## src/rtl/sb_tx_msg_arbiter.sv

```systemverilog
// -----------------------------------------------------------------------------
// sb_tx_msg_arbiter
//
// Shares the single sideband TX message path among NUM_REQ requesters (LTSM
// training FSM, adapter/RDI link management, test-mode control).
//
// While idle, the arbiter picks one pending requester round-robin and latches
// that requester's message fields. It then issues a one-cycle strobe towards the
// SB TX path and follows the TX busy handshake. When the message has gone out it
// pulses o_done to the granted requester; if TX never goes busy it pulses o_err
// instead. Either way the round-robin pointer then moves past that requester.
//
// Parameters
//   NUM_REQ         number of requesters (2..8)
//   ACCEPT_TIMEOUT  cycles to wait for i_busy to rise after issue (>= 2)
//
// Ports
//   i_clk          sideband clock
//   i_rst          synchronous active-high reset
//   i_flush        LTSM-in-reset abort; returns to IDLE without done/err pulses
//   i_req          per-requester request level
//   i_msg_no       message number, requester k at [4k+3:4k]
//   i_msg_info     message info, requester k at [3k+2:3k]
//   i_data_bus     message data, requester k at [16k+15:16k]
//   i_data_valid   per-requester "message carries data" flag
//   i_busy         SB TX path busy
//   o_msg_valid    one-cycle message strobe to SB TX
//   o_msg_no       captured message number (0 after reset/flush)
//   o_msg_info     captured message info (0 after reset/flush)
//   o_data_bus     captured data (0 after reset/flush)
//   o_data_valid   captured data-valid, only alongside o_msg_valid
//   o_grant        one-hot grant, from ISSUE through the last WAIT_DONE cycle
//   o_done         one-cycle pulse: message sent
//   o_err          one-cycle pulse: accept timeout
//   o_arb_busy     high whenever the arbiter is not IDLE
// -----------------------------------------------------------------------------
module sb_tx_msg_arbiter #(
  parameter int NUM_REQ        = 3,
  parameter int ACCEPT_TIMEOUT = 64
) (
  input  logic                    i_clk,
  input  logic                    i_rst,
  input  logic                    i_flush,
  input  logic [NUM_REQ-1:0]      i_req,
  input  logic [4*NUM_REQ-1:0]    i_msg_no,
  input  logic [3*NUM_REQ-1:0]    i_msg_info,
  input  logic [16*NUM_REQ-1:0]   i_data_bus,
  input  logic [NUM_REQ-1:0]      i_data_valid,
  input  logic                    i_busy,
  output logic                    o_msg_valid,
  output logic [3:0]              o_msg_no,
  output logic [2:0]              o_msg_info,
  output logic [15:0]             o_data_bus,
  output logic                    o_data_valid,
  output logic [NUM_REQ-1:0]      o_grant,
  output logic [NUM_REQ-1:0]      o_done,
  output logic [NUM_REQ-1:0]      o_err,
  output logic                    o_arb_busy
);

  localparam int PTR_W = (NUM_REQ > 1) ? $clog2(NUM_REQ) : 1;
  localparam int CNT_W = (ACCEPT_TIMEOUT > 1) ? $clog2(ACCEPT_TIMEOUT) : 1;
  localparam logic [CNT_W-1:0] CNT_LAST = CNT_W'(ACCEPT_TIMEOUT - 1);
  localparam logic [PTR_W-1:0] PTR_LAST = PTR_W'(NUM_REQ - 1);

  typedef enum logic [1:0] {
    IDLE      = 2'd0,
    ISSUE     = 2'd1,
    WAIT_BUSY = 2'd2,
    WAIT_DONE = 2'd3
  } state_t;

  state_t             state_reg, state_next;
  logic [PTR_W-1:0]   rr_ptr_reg, rr_ptr_next;
  logic [PTR_W-1:0]   grant_idx_reg;
  logic [PTR_W-1:0]   ptr_after_grant;
  logic [CNT_W-1:0]   cnt_reg, cnt_next;
  logic [NUM_REQ-1:0] done_reg, done_next;
  logic [NUM_REQ-1:0] err_reg, err_next;
  logic [NUM_REQ-1:0] grant_onehot;

  // Held message fields and a flag that says whether they may be shown.
  // A flush hides them without disturbing the stored values.
  logic [3:0]         msg_no_reg;
  logic [2:0]         msg_info_reg;
  logic [15:0]        data_bus_reg;
  logic               data_valid_reg;
  logic               fields_vis_reg;

  // Arbitration result
  logic               sel_found;
  logic [PTR_W-1:0]   sel_idx;
  logic               capture;
  int                 cand;

  // Per-requester field views, so capture is a plain array index
  logic [3:0]         req_msg_no   [NUM_REQ];
  logic [2:0]         req_msg_info [NUM_REQ];
  logic [15:0]        req_data_bus [NUM_REQ];

  genvar gi;
  generate
    for (gi = 0; gi < NUM_REQ; gi++) begin : g_req
      assign req_msg_no[gi]   = i_msg_no[4*gi +: 4];
      assign req_msg_info[gi] = i_msg_info[3*gi +: 3];
      assign req_data_bus[gi] = i_data_bus[16*gi +: 16];
      assign grant_onehot[gi] = (grant_idx_reg == PTR_W'(gi));
    end
  endgenerate

  // Round-robin pick: the first set request at or above rr_ptr, wrapping at
  // NUM_REQ-1. The loop walks offsets from largest to smallest so that the
  // smallest offset (the highest priority) is the last one written.
  always_comb begin
    sel_found = 1'b0;
    sel_idx   = '0;
    cand      = 0;
    for (int i = NUM_REQ - 1; i >= 0; i--) begin
      cand = int'(rr_ptr_reg) + i;
      if (cand >= NUM_REQ) begin
        cand = cand - NUM_REQ;
      end
      if (i_req[cand[PTR_W-1:0]]) begin
        sel_found = 1'b1;
        sel_idx   = cand[PTR_W-1:0];
      end
    end
  end

  // Priority moves to the requester after the one just served.
  assign ptr_after_grant = (grant_idx_reg == PTR_LAST) ? '0 : grant_idx_reg + 1'b1;

  // Next-state logic
  always_comb begin
    state_next  = state_reg;
    cnt_next    = cnt_reg;
    rr_ptr_next = rr_ptr_reg;
    done_next   = '0;
    err_next    = '0;
    capture     = 1'b0;

    case (state_reg)
      IDLE: begin
        if (sel_found) begin
          capture    = 1'b1;
          state_next = ISSUE;
        end
      end

      ISSUE: begin
        // i_busy during ISSUE belongs to earlier traffic and is not looked at.
        cnt_next   = '0;
        state_next = WAIT_BUSY;
      end

      WAIT_BUSY: begin
        if (i_busy) begin
          state_next = WAIT_DONE;
        end else if (cnt_reg == CNT_LAST) begin
          err_next    = grant_onehot;
          rr_ptr_next = ptr_after_grant;
          state_next  = IDLE;
        end else begin
          // Leaving at CNT_LAST caps the count there, so it never wraps.
          cnt_next = cnt_reg + 1'b1;
        end
      end

      WAIT_DONE: begin
        if (!i_busy) begin
          done_next   = grant_onehot;
          rr_ptr_next = ptr_after_grant;
          state_next  = IDLE;
        end
      end

      default: begin
        state_next = IDLE;
      end
    endcase

    // Flush wins over any handshake event in the same cycle. It produces no
    // completion pulse and leaves the pointer alone.
    if (i_flush) begin
      state_next  = IDLE;
      cnt_next    = '0;
      rr_ptr_next = rr_ptr_reg;
      done_next   = '0;
      err_next    = '0;
      capture     = 1'b0;
    end
  end

  // State and datapath registers
  always_ff @(posedge i_clk) begin
    if (i_rst) begin
      state_reg      <= IDLE;
      cnt_reg        <= '0;
      rr_ptr_reg     <= '0;
      grant_idx_reg  <= '0;
      done_reg       <= '0;
      err_reg        <= '0;
      msg_no_reg     <= '0;
      msg_info_reg   <= '0;
      data_bus_reg   <= '0;
      data_valid_reg <= 1'b0;
      fields_vis_reg <= 1'b0;
    end else begin
      state_reg  <= state_next;
      cnt_reg    <= cnt_next;
      rr_ptr_reg <= rr_ptr_next;
      done_reg   <= done_next;
      err_reg    <= err_next;
      if (capture) begin
        grant_idx_reg  <= sel_idx;
        msg_no_reg     <= req_msg_no[sel_idx];
        msg_info_reg   <= req_msg_info[sel_idx];
        data_bus_reg   <= req_data_bus[sel_idx];
        data_valid_reg <= i_data_valid[sel_idx];
        fields_vis_reg <= 1'b1;
      end else if (i_flush) begin
        fields_vis_reg <= 1'b0;
      end
    end
  end

  // All outputs decode registered state only.
  assign o_msg_valid  = (state_reg == ISSUE);
  assign o_data_valid = (state_reg == ISSUE) && data_valid_reg;
  assign o_grant      = (state_reg != IDLE) ? grant_onehot : '0;
  assign o_arb_busy   = (state_reg != IDLE);
  assign o_done       = done_reg;
  assign o_err        = err_reg;
  assign o_msg_no     = fields_vis_reg ? msg_no_reg   : 4'h0;
  assign o_msg_info   = fields_vis_reg ? msg_info_reg : 3'h0;
  assign o_data_bus   = fields_vis_reg ? data_bus_reg : 16'h0;

endmodule

```

## config.mk

```make
export PLATFORM = sky130hd
export DESIGN_NAME = sb_tx_msg_arbiter
export DESIGN_NICKNAME = d
export VERILOG_FILES = /design/src/rtl/sb_tx_msg_arbiter.sv
export SDC_FILE = /design/constraint.sdc
export NUM_CORES = 1
export LEC_CHECK = 0
export CORE_ASPECT_RATIO = 1.25
export CORE_MARGIN = 2
export CORE_UTILIZATION = 47
export DETAILED_ROUTE_END_ITERATION = 10
export PLACE_DENSITY = 0.88
export SLEW_MARGIN = 10
export SYNTH_ARGS = -nofsm -noshare
export SYNTH_HDL_FRONTEND = slang
export SYNTH_SLANG_ARGS = --single-unit
export TNS_END_PERCENT = 20
```

## constraint.sdc

```tcl
create_clock -name i_clk -period 7.7 [get_ports i_clk]
set_input_delay 1.54 -clock i_clk [delete_from_list [all_inputs] [get_ports i_clk]]
set_output_delay 1.54 -clock i_clk [all_outputs]
set_load 0.01 [all_outputs]
```

==> qor.yml <==
die:
  row_count: 31
  die-area_mm2: 0.00656
  start_util: 0.485
  pin_count: 114
  dieHeight_um: 90.0
  chipWidth_um: 72.8
  core-area_mm2: 0.00574
synthesis:
  syn_avg_cell_area_um2: 9.04
  ys_seq_area_frac: 0.309
  ys_ff_latch: 43
  syn_inst: 308
  yosysMostFrequentCell: "dfxtp_1"
  synth_cell_types: 48
  synth_area_mm2: 0.00278
  netlist.area_leader.share: 0.309
  syn_nets: 392
  synth_top_cells_by_area: "dfxtp_1 31%, mux2_2 9.3%, mux2i_1 6.5%"
  synth_common_cells: "43 x dfxtp_1, 27 x and2_1, 25 x nor2_1, 23 x mux2_2, 18 x mux2i_1"
  synthFlopType: "dfxtp_1"
  synth_edf_count: 0
  yosys.area.top_type: "dfxtp_1"
  yosysWarnings: 0
  async_reset_ff_frac: 0
clock_tree:
  post_cts_buffers: 0
  htreeDepth: 2
  clock_latency_ps: 300
  root_buffer: "clkbuf_8"
  ctsResizeCount: 0
  clock_sinks: 43
  path_clk_slew_ps: 80
  cts_buffers: 5
  hold_buffers: 0
  clock_path_buffers: 2
  tritoncts: "done"
placed_design:
  dp.final_hpwl_mm: 5.72
  portBuffers: 113
  globalplace.congestion: 0.791
setup_path:
  crit_path_top_delay_cell: "nor2b_1"
  cp_cell_sequence: "clkdlybuf4s50_1 -> mux2i_1 -> mux2i_2 -> o31a_1 -> nor2b_1 -> a22o_1"
  arrival_ps: 4710
  crit_fanout: 20
  start_kind: "input port"
  required_ps: 7940
  reg2reg_slack_ps: 3930
  crit_path_end_kind: "flip-flop"
  reg2regPathDepth: 6
  reg2reg_to: "data_bus_reg[14]$_SDFFE_PP0P_"
  path_delay_family: "compound AO/OA/AOI/OAI gates"
  cp_slowest_stage_delay_ps: 770
  path_class: "in -> reg"
  path_depth: 6
  rr_startpoint: "rr_ptr_reg[0]$_SDFFE_PP0P_"
  critPathBufInv: 1
global_route:
  grt_pass1_vias: 2671
  grt_pass1_wl_mm: 12.0
  overflow: 0
  track_usage: 0.229
  grt_antenna_before_repair: 0
  grt_max_degree: 30
sta:
  worstMarginPinSlew_ps: 994
  clock_skew_ps: 9.96
  clock.fmax_ghz: 0.224
  period_share: 0.580
  hold_viol: 0
  drv_slew: 0
  max_slew_margin: 0.336
  fin_crit_ps: 4470
  tns_ps: 0
  setup_viol: 0
  rsz0062_at_grt: "no"
cells_and_area:
  nets: 493
  n_fill_cell: 444
  syn2layout_area_growth_pct: 43.9
  antenna_cells: 0
  drive_gt1_frac: 0.107
  largest_register_ffs: 16
routing:
  vias: 2700
  detail_route.wl_per_cell_um: 15.7
  viasPerCell: 5.67
  drc: 0
  drt_iter0_markers: 101
  first_pass_iters: 4
  wirelength_mm: 7.49
  detail-route-antenna-nets: 0
min_path:
  holdPathEnd: "msg_no_reg[2]$_SDFFE_PP0P_"
  hold_start: "msg_no_reg[2]$_SDFFE_PP0P_"
  min_path_type: "reg -> reg"
  whs_path_depth: 1
power:
  power_uw: 539
  ir_drop_uv: 72.4
  p_leak_uw: 0.00150
  p_per_area_mw_per_mm2: 135
flow_run:
  max_cap_violations: 0
status:
  status: "finished, final reports clean"
[worst register-to-register path, delay by kind of cell (launching register included)]
kind | cells | cell delay, ps
DFF | 1 | 350
buffers and inverters | 1 | 90
AOI/OAI and AO/OA | 2 | 1000
and+or+nand+nor | 1 | 780
muxes | 1 | 850
adders and majority gates | 1 | 640
[logic make-up (layout without fill, tap and decap cells)]
family | count (synthesis) | count (layout) | share of synthesized area
flip-flops | 43 | 43 | 0.309
AND/OR/NAND/NOR | 114 | 114 | 0.238
XOR/XNOR | 4 | 4 | 0.0126
buffers and inverters | 30 | 132 | 0.0521
multiplexers | 43 | 43 | 0.168
adder cells (fa/ha/maj) | 5 | 5 | 0.0225
AO/OA/AOI/OAI | 69 | 69 | 0.197
[placed cells by master (no fill, tap or decap), drive strengths merged, types with 8 or more instances in the layout]
master	synthesis	final
a221o	10	10
inv	9	9
o22ai	13	13
mux2	24	24
nand2	8	8
nor2	27	27
a22oi	14	14
nor2b	15	15
a22o	13	13
nor3b	12	12
clkdlybuf4s50	0	113
dfxtp	43	43
mux2i	19	19
and2	27	27
[power by group]
group	internal (uW)	switching [uW]
Combinational	82.5	54.2
Sequential	235	8.86
Clock	81.6	77.2
Total	399	140
[how the worst max path moves through the flow]
stage	start	end	slack, ps
after floorplan	i_req[0]	data_bus_reg[15]$_SDFFE_PP0P_	4330
final	i_req[1]	data_bus_reg[14]$_SDFFE_PP0P_	3230
after global routing	i_req[1]	data_bus_reg[14]$_SDFFE_PP0P_	2940
after CTS	i_req[1]	data_bus_reg[14]$_SDFFE_PP0P_	3250
after detailed placement	i_req[1]	data_bus_reg[14]$_SDFFE_PP0P_	2980
after global placement	i_req[1]	msg_no_reg[0]$_SDFFE_PP0P_	3090
[stage by stage]
step	hold slack (ps)	cell area, um2	setup WS (ps)	util	cells
after floorplan	441	2780	4330	-	308
after global placement	456	3900	3090	0.680	468
after detailed placement	459	3900	2980	0.680	468
after CTS	484	4010	3250	0.698	476
after global routing	502	4010	2940	0.698	476
final	485	4010	3230	0.698	476
[cell type report]
type | count | area [um2] | share of cell area
clock buffer | 7 | 96.3 | 0.0241
clock inverter | 1 | 7.51 | 0.00187
inverter | 9 | 33.8 | 0.00843
multi-input combinational | 235 | 1780 | 0.444
sequential | 43 | 861 | 0.215
tap | 66 | 82.6 | 0.0206
timing repair buffer | 115 | 1150 | 0.286
[routing by layer]
metal,vias to the layer above,GRT usage,wire length [um]
met2,107,0.402,3770
met5,-,0,0
met1,1251,0.263,3040
met3,19,0.0504,466
met4,0,0.0880,212
li1,1323,-,-
(Power assumes the default switching activity.)
